--- config.mk ---
export PLATFORM = sky130hd
export DESIGN_NAME = serial_adder
export DESIGN_NICKNAME = d
export VERILOG_FILES = /design/src/rtl/serial_adder.sv
export SDC_FILE = /design/constraint.sdc
export NUM_CORES = 1
export LEC_CHECK = 0
export CORE_UTILIZATION = 50
export DETAILED_ROUTE_END_ITERATION = 12
export PLACE_DENSITY_LB_ADDON = 0.3
export SLEW_MARGIN = 20
export SYNTH_ARGS = -nofsm -noshare
export SYNTH_HDL_FRONTEND = slang
export SYNTH_SLANG_ARGS = --single-unit
--- constraint.sdc ---
create_clock -name clk -period 3.4 [get_ports clk]
set_input_delay 0.51 -clock clk [delete_from_list [all_inputs] [get_ports clk]]
set_output_delay 0.51 -clock clk [all_outputs]
set_load 0.01 [all_outputs]
--- src/rtl/serial_adder.sv ---
// serial_adder: bit-serial WIDTH-bit adder, LSB first, one full-adder cell with a registered carry
module serial_adder #(
  parameter int WIDTH = 8
) (
  input  logic             clk,
  input  logic             reset,
  input  logic             start,
  input  logic [WIDTH-1:0] a,
  input  logic [WIDTH-1:0] b,
  input  logic             cin,
  output logic             busy,
  output logic             done,
  output logic [WIDTH-1:0] sum,
  output logic             cout,
  output logic             ovf
);
  localparam int CW = $clog2(WIDTH);
  typedef enum logic [1:0] {IDLE, SHIFT, DONE} state_t;
  state_t           state, state_n;
  logic [WIDTH-1:0] a_sr, b_sr, nxt;
  logic [WIDTH-2:0] p_sr;
  logic [CW-1:0]    cnt;
  logic             c, s, c_n, accept, last;
  // full-adder cell, request acceptance and next-state decode
  always_comb begin
    s       = a_sr[0] ^ b_sr[0] ^ c;
    c_n     = (a_sr[0] & b_sr[0]) | (a_sr[0] & c) | (b_sr[0] & c);
    nxt     = {s, p_sr};
    accept  = start && state != SHIFT;
    last    = state == SHIFT && cnt == CW'(WIDTH - 1);
    state_n = accept ? SHIFT : state == SHIFT ? (last ? DONE : SHIFT) : IDLE;
    busy    = state == SHIFT;
    done    = state == DONE;
  end
  // state register
  always_ff @(posedge clk) state <= reset ? IDLE : state_n;
  // operand shifting, carry, partial sum and result capture on the final bit
  always_ff @(posedge clk) begin
    if (reset) begin
      a_sr <= '0;
      b_sr <= '0;
      p_sr <= '0;
      c    <= 1'b0;
      cnt  <= '0;
      sum  <= '0;
      cout <= 1'b0;
      ovf  <= 1'b0;
    end else begin
      if (accept) begin
        a_sr <= a;
        b_sr <= b;
        c    <= cin;
        p_sr <= '0;
        cnt  <= '0;
      end else if (state == SHIFT) begin
        a_sr <= a_sr >> 1;
        b_sr <= b_sr >> 1;
        c    <= c_n;
        p_sr <= nxt[WIDTH-1:1];
        cnt  <= cnt + CW'(1);
      end
      if (last) begin
        sum  <= nxt;
        cout <= c_n;
        ovf  <= c ^ c_n;
      end
    end
  end
endmodule

==> results.py <==
metrics = {
    "yosys": {
        "netlist-cell-type-count": 24,
        "synth_area_per_cell_um2": 9.80,
        "synth-seq-cells": 39,
        "async_reset_ff_frac": 0,
        "syn-num-nets": 195,
        "synth_cells": 172,
        "synth_area_mm2": 0.00169,
        "synth-edff-count": 0,
        "yosys-top-cells-area": "dfxtp_1, mux2i_1, nand2_1",
        "ys.flop_type": "dfxtp_1",
        "synth-seq-area-share": 0.463,
        "synth_common_cells": "dfxtp_1, nand2_1, nor2_1",
        "yosysWarnings": 0,
        "synth_top_area_cell": "dfxtp_1",
        "yosysMostFrequentCell": "dfxtp_1",
        "synth.top_cell.area_share": 0.463,
    },
    "drt": {
        "viasPerCell": 5.04,
        "vias": 1229,
        "drt_wl_total_mm": 3.11,
        "drcViolationCount": 0,
        "antenna_left": 0,
        "wire_per_inst_um": 12.8,
        "drtPass1Iterations": 4,
        "drtIter0Drc": 56,
    },
    "floorplan": {
        "dieArea_mm2": 0.00361,
        "io_pins": 32,
        "fp.dieW_um": 60.1,
        "core_area_mm2": 0.00313,
        "die_h_um": 60.1,
        "row_count": 20,
        "initial_core_util": 0.539,
    },
    "finish": {
        "finalNetCount": 222,
        "antenna_cells": 0,
        "multi_input_area_um2": 792,
        "fillers": 265,
        "regArea_um2": 781,
        "syn2layout_area_growth_pct": 19.5,
        "layout-drive-gt1-share": 0.155,
    },
    "place": {
        "hpwl_mm": 2.09,
        "io_buffers": 31,
        "post-place-ws_ns": 1.24,
        "gp_congestion": 0.703,
    },
    "cts": {
        "ctsHoldBuffers": 0,
        "clock_latency_ns": 0.35,
        "clockBufferDepth": 2,
        "cts_buffers": 5,
        "cts-root-buf": "clkbuf_4",
        "cts.sinks": 39,
        "htree_levels": 2,
        "path_clk_slew_ns": 0.13,
        "postCtsResizedCells": 0,
        "cts_setup_buffers": 0,
        "cts_tree": "built",
    },
    "timing": {
        "hold_violations": 0,
        "maxSlewHeadroom": 0.639,
        "drv_slew": 0,
        "fmax_mhz": 399,
        "rsz0062_at_grt": "false",
        "period_share": 0.737,
        "finalCriticalPeriod_ns": 2.51,
        "worst_pin_slew_ns": 0.540,
        "setup_tns_ns": 0,
        "setup_viol": 0,
        "setup_ws_ns": 0.893,
        "finalClockSkew_ns": 0.00977,
    },
    "worst_setup_path": {
        "worstSetupStartpointType": "flop",
        "critPathKind": "reg -> out",
        "cp-end-kind": "output port",
        "worst_path_max_delay_cell": "clkdlybuf4s50_1",
        "cp_cell_sequence": "nand2b_4 -> inv_2 -> clkdlybuf4s50_1",
        "cpPeakStageDelay_ns": 0.59,
        "critPathTopFamily": "buffers and inverters",
        "cp_num_buf_inv": 2,
        "arrival_ns": 2.00,
        "worstPathMaxFanout": 41,
        "r2r_cells": 3,
        "critPathRequiredTime_ns": 2.89,
        "critical_path_depth": 3,
    },
    "global_route": {
        "met1_usage": 0.245,
        "busiest_layer": "met2",
        "grt_pass1_wl_mm": 5.42,
        "grt_use_met2": 0.354,
        "track_usage": 0.207,
        "antenna_found_initial": 0,
        "grt-ovfl-total": 0,
        "grt_pass1_vias": 1230,
        "grt_max_degree": 42,
        "grt_use_met3": 0.0714,
    },
    "power": {
        "peakVddDrop_uv": 246,
        "powerDensity_mw_per_mm2": 414,
        "p_leak_nw": 0.736,
    },
    "worst_hold_path": {
        "min_path_cells": 2,
        "hold_class": "reg -> reg",
    },
    "outcome": {
        "outcome": "finished clean",
    },
    "flow_run": {
        "drv_cap": 0,
    },
}
[placed cells by master (no fill, tap or decap), drive strengths merged]
master	Yosys	layout
clkbuf	1	5
nand3b	1	1
clkinv	0	1
nand2b	1	1
inv	1	1
dfxtp	39	39
nor3	2	2
o21ai	1	1
a21o	1	1
nand2	36	36
mux2i	17	17
nor2	19	19
a211oi	16	16
nor2b	1	1
a21oi	18	18
buf	12	2
xnor2	2	2
and3b	1	1
clkdlybuf4s50	0	31
ha	2	2
fa	1	1
clkinvlp	0	2
[path summary, 6_finish.rpt]
| kind | start | to | slack (ns) |
|---|---|---|---|
| worst max-delay path | state[0] | busy | 0.89 |
| worst min-delay path | sum[4] | sum[4] | 0.46 |
| worst max register to register | state[1] | cnt[0] | 1.85 |
| worst min register to register | sum[4] | sum[4] | 0.46 |
[routing by layer]
metal	vias up	routed length, um	part of all wire
met5	-	0	0
met4	0	19	0.0061
met3	2	117	0.038
met2	27	1550	0.50
met1	563	1420	0.46
li1	637	-	-
[layout make-up]
class	count	share of cell area
well taps	44	0.0273
repair buffers	33	0.161
clock inverters	3	0.00994
inverters	1	0.00186
flip-flops and latches	39	0.388
clock buffers	5	0.0186
multi-input cells	119	0.393
[worst reg2reg max path, delay by kind of cell (launching register included)]
kind | cells | cell delay [ns]
and+or+nand+nor | 2 | 0.54
AOI/OAI and AO/OA | 1 | 0.52
DFF | 1 | 0.38
[logic make-up (layout without fill, tap and decap cells)]
family / after synthesis / count (layout) / synth area share
flip-flops: 39 / 39 / 0.463
adder cells (fa/ha/maj): 3 / 3 / 0.0267
multiplexers: 17 / 17 / 0.101
XOR/XNOR: 2 / 2 / 0.0104
buffers and inverters: 14 / 42 / 0.0668
AO/OA/AOI/OAI: 36 / 36 / 0.182
AND/OR/NAND/NOR: 61 / 61 / 0.150
[sequential cells by signal (all words and copies together), names as in the netlist]
register	cells
a_sr	8
b_sr	8
c	1
cnt	3
cout	1
ovf	1
p_sr	7
state	2
sum	8
[metrics by stage]
step / instances / power, mW / area [um^2] / util / hold slack (ns)
2_1_floorplan: 172 / 0.578 / 1690 / - / 0.432
3_3_place_gp: 236 / 0.602 / 1960 / 0.626 / 0.442
3_5_place_dp: 236 / 0.607 / 1960 / 0.626 / 0.445
4_1_cts: 244 / 0.841 / 2010 / 0.644 / 0.463
5_1_grt: 244 / 0.875 / 2010 / 0.644 / 0.480
6_report: 244 / 0.835 / 2010 / 0.644 / 0.461
[report_power, final]
group / leakage, nW / switching (mW) / total (mW) / internal (mW)
sequential: 0.319 / 0.0119 / 0.488 / 0.476
combinational: 0.390 / 0.0550 / 0.108 / 0.0531
clock: 0.0272 / 0.159 / 0.238 / 0.0790
No activity file was read; power rests on OpenSTA's default activity.
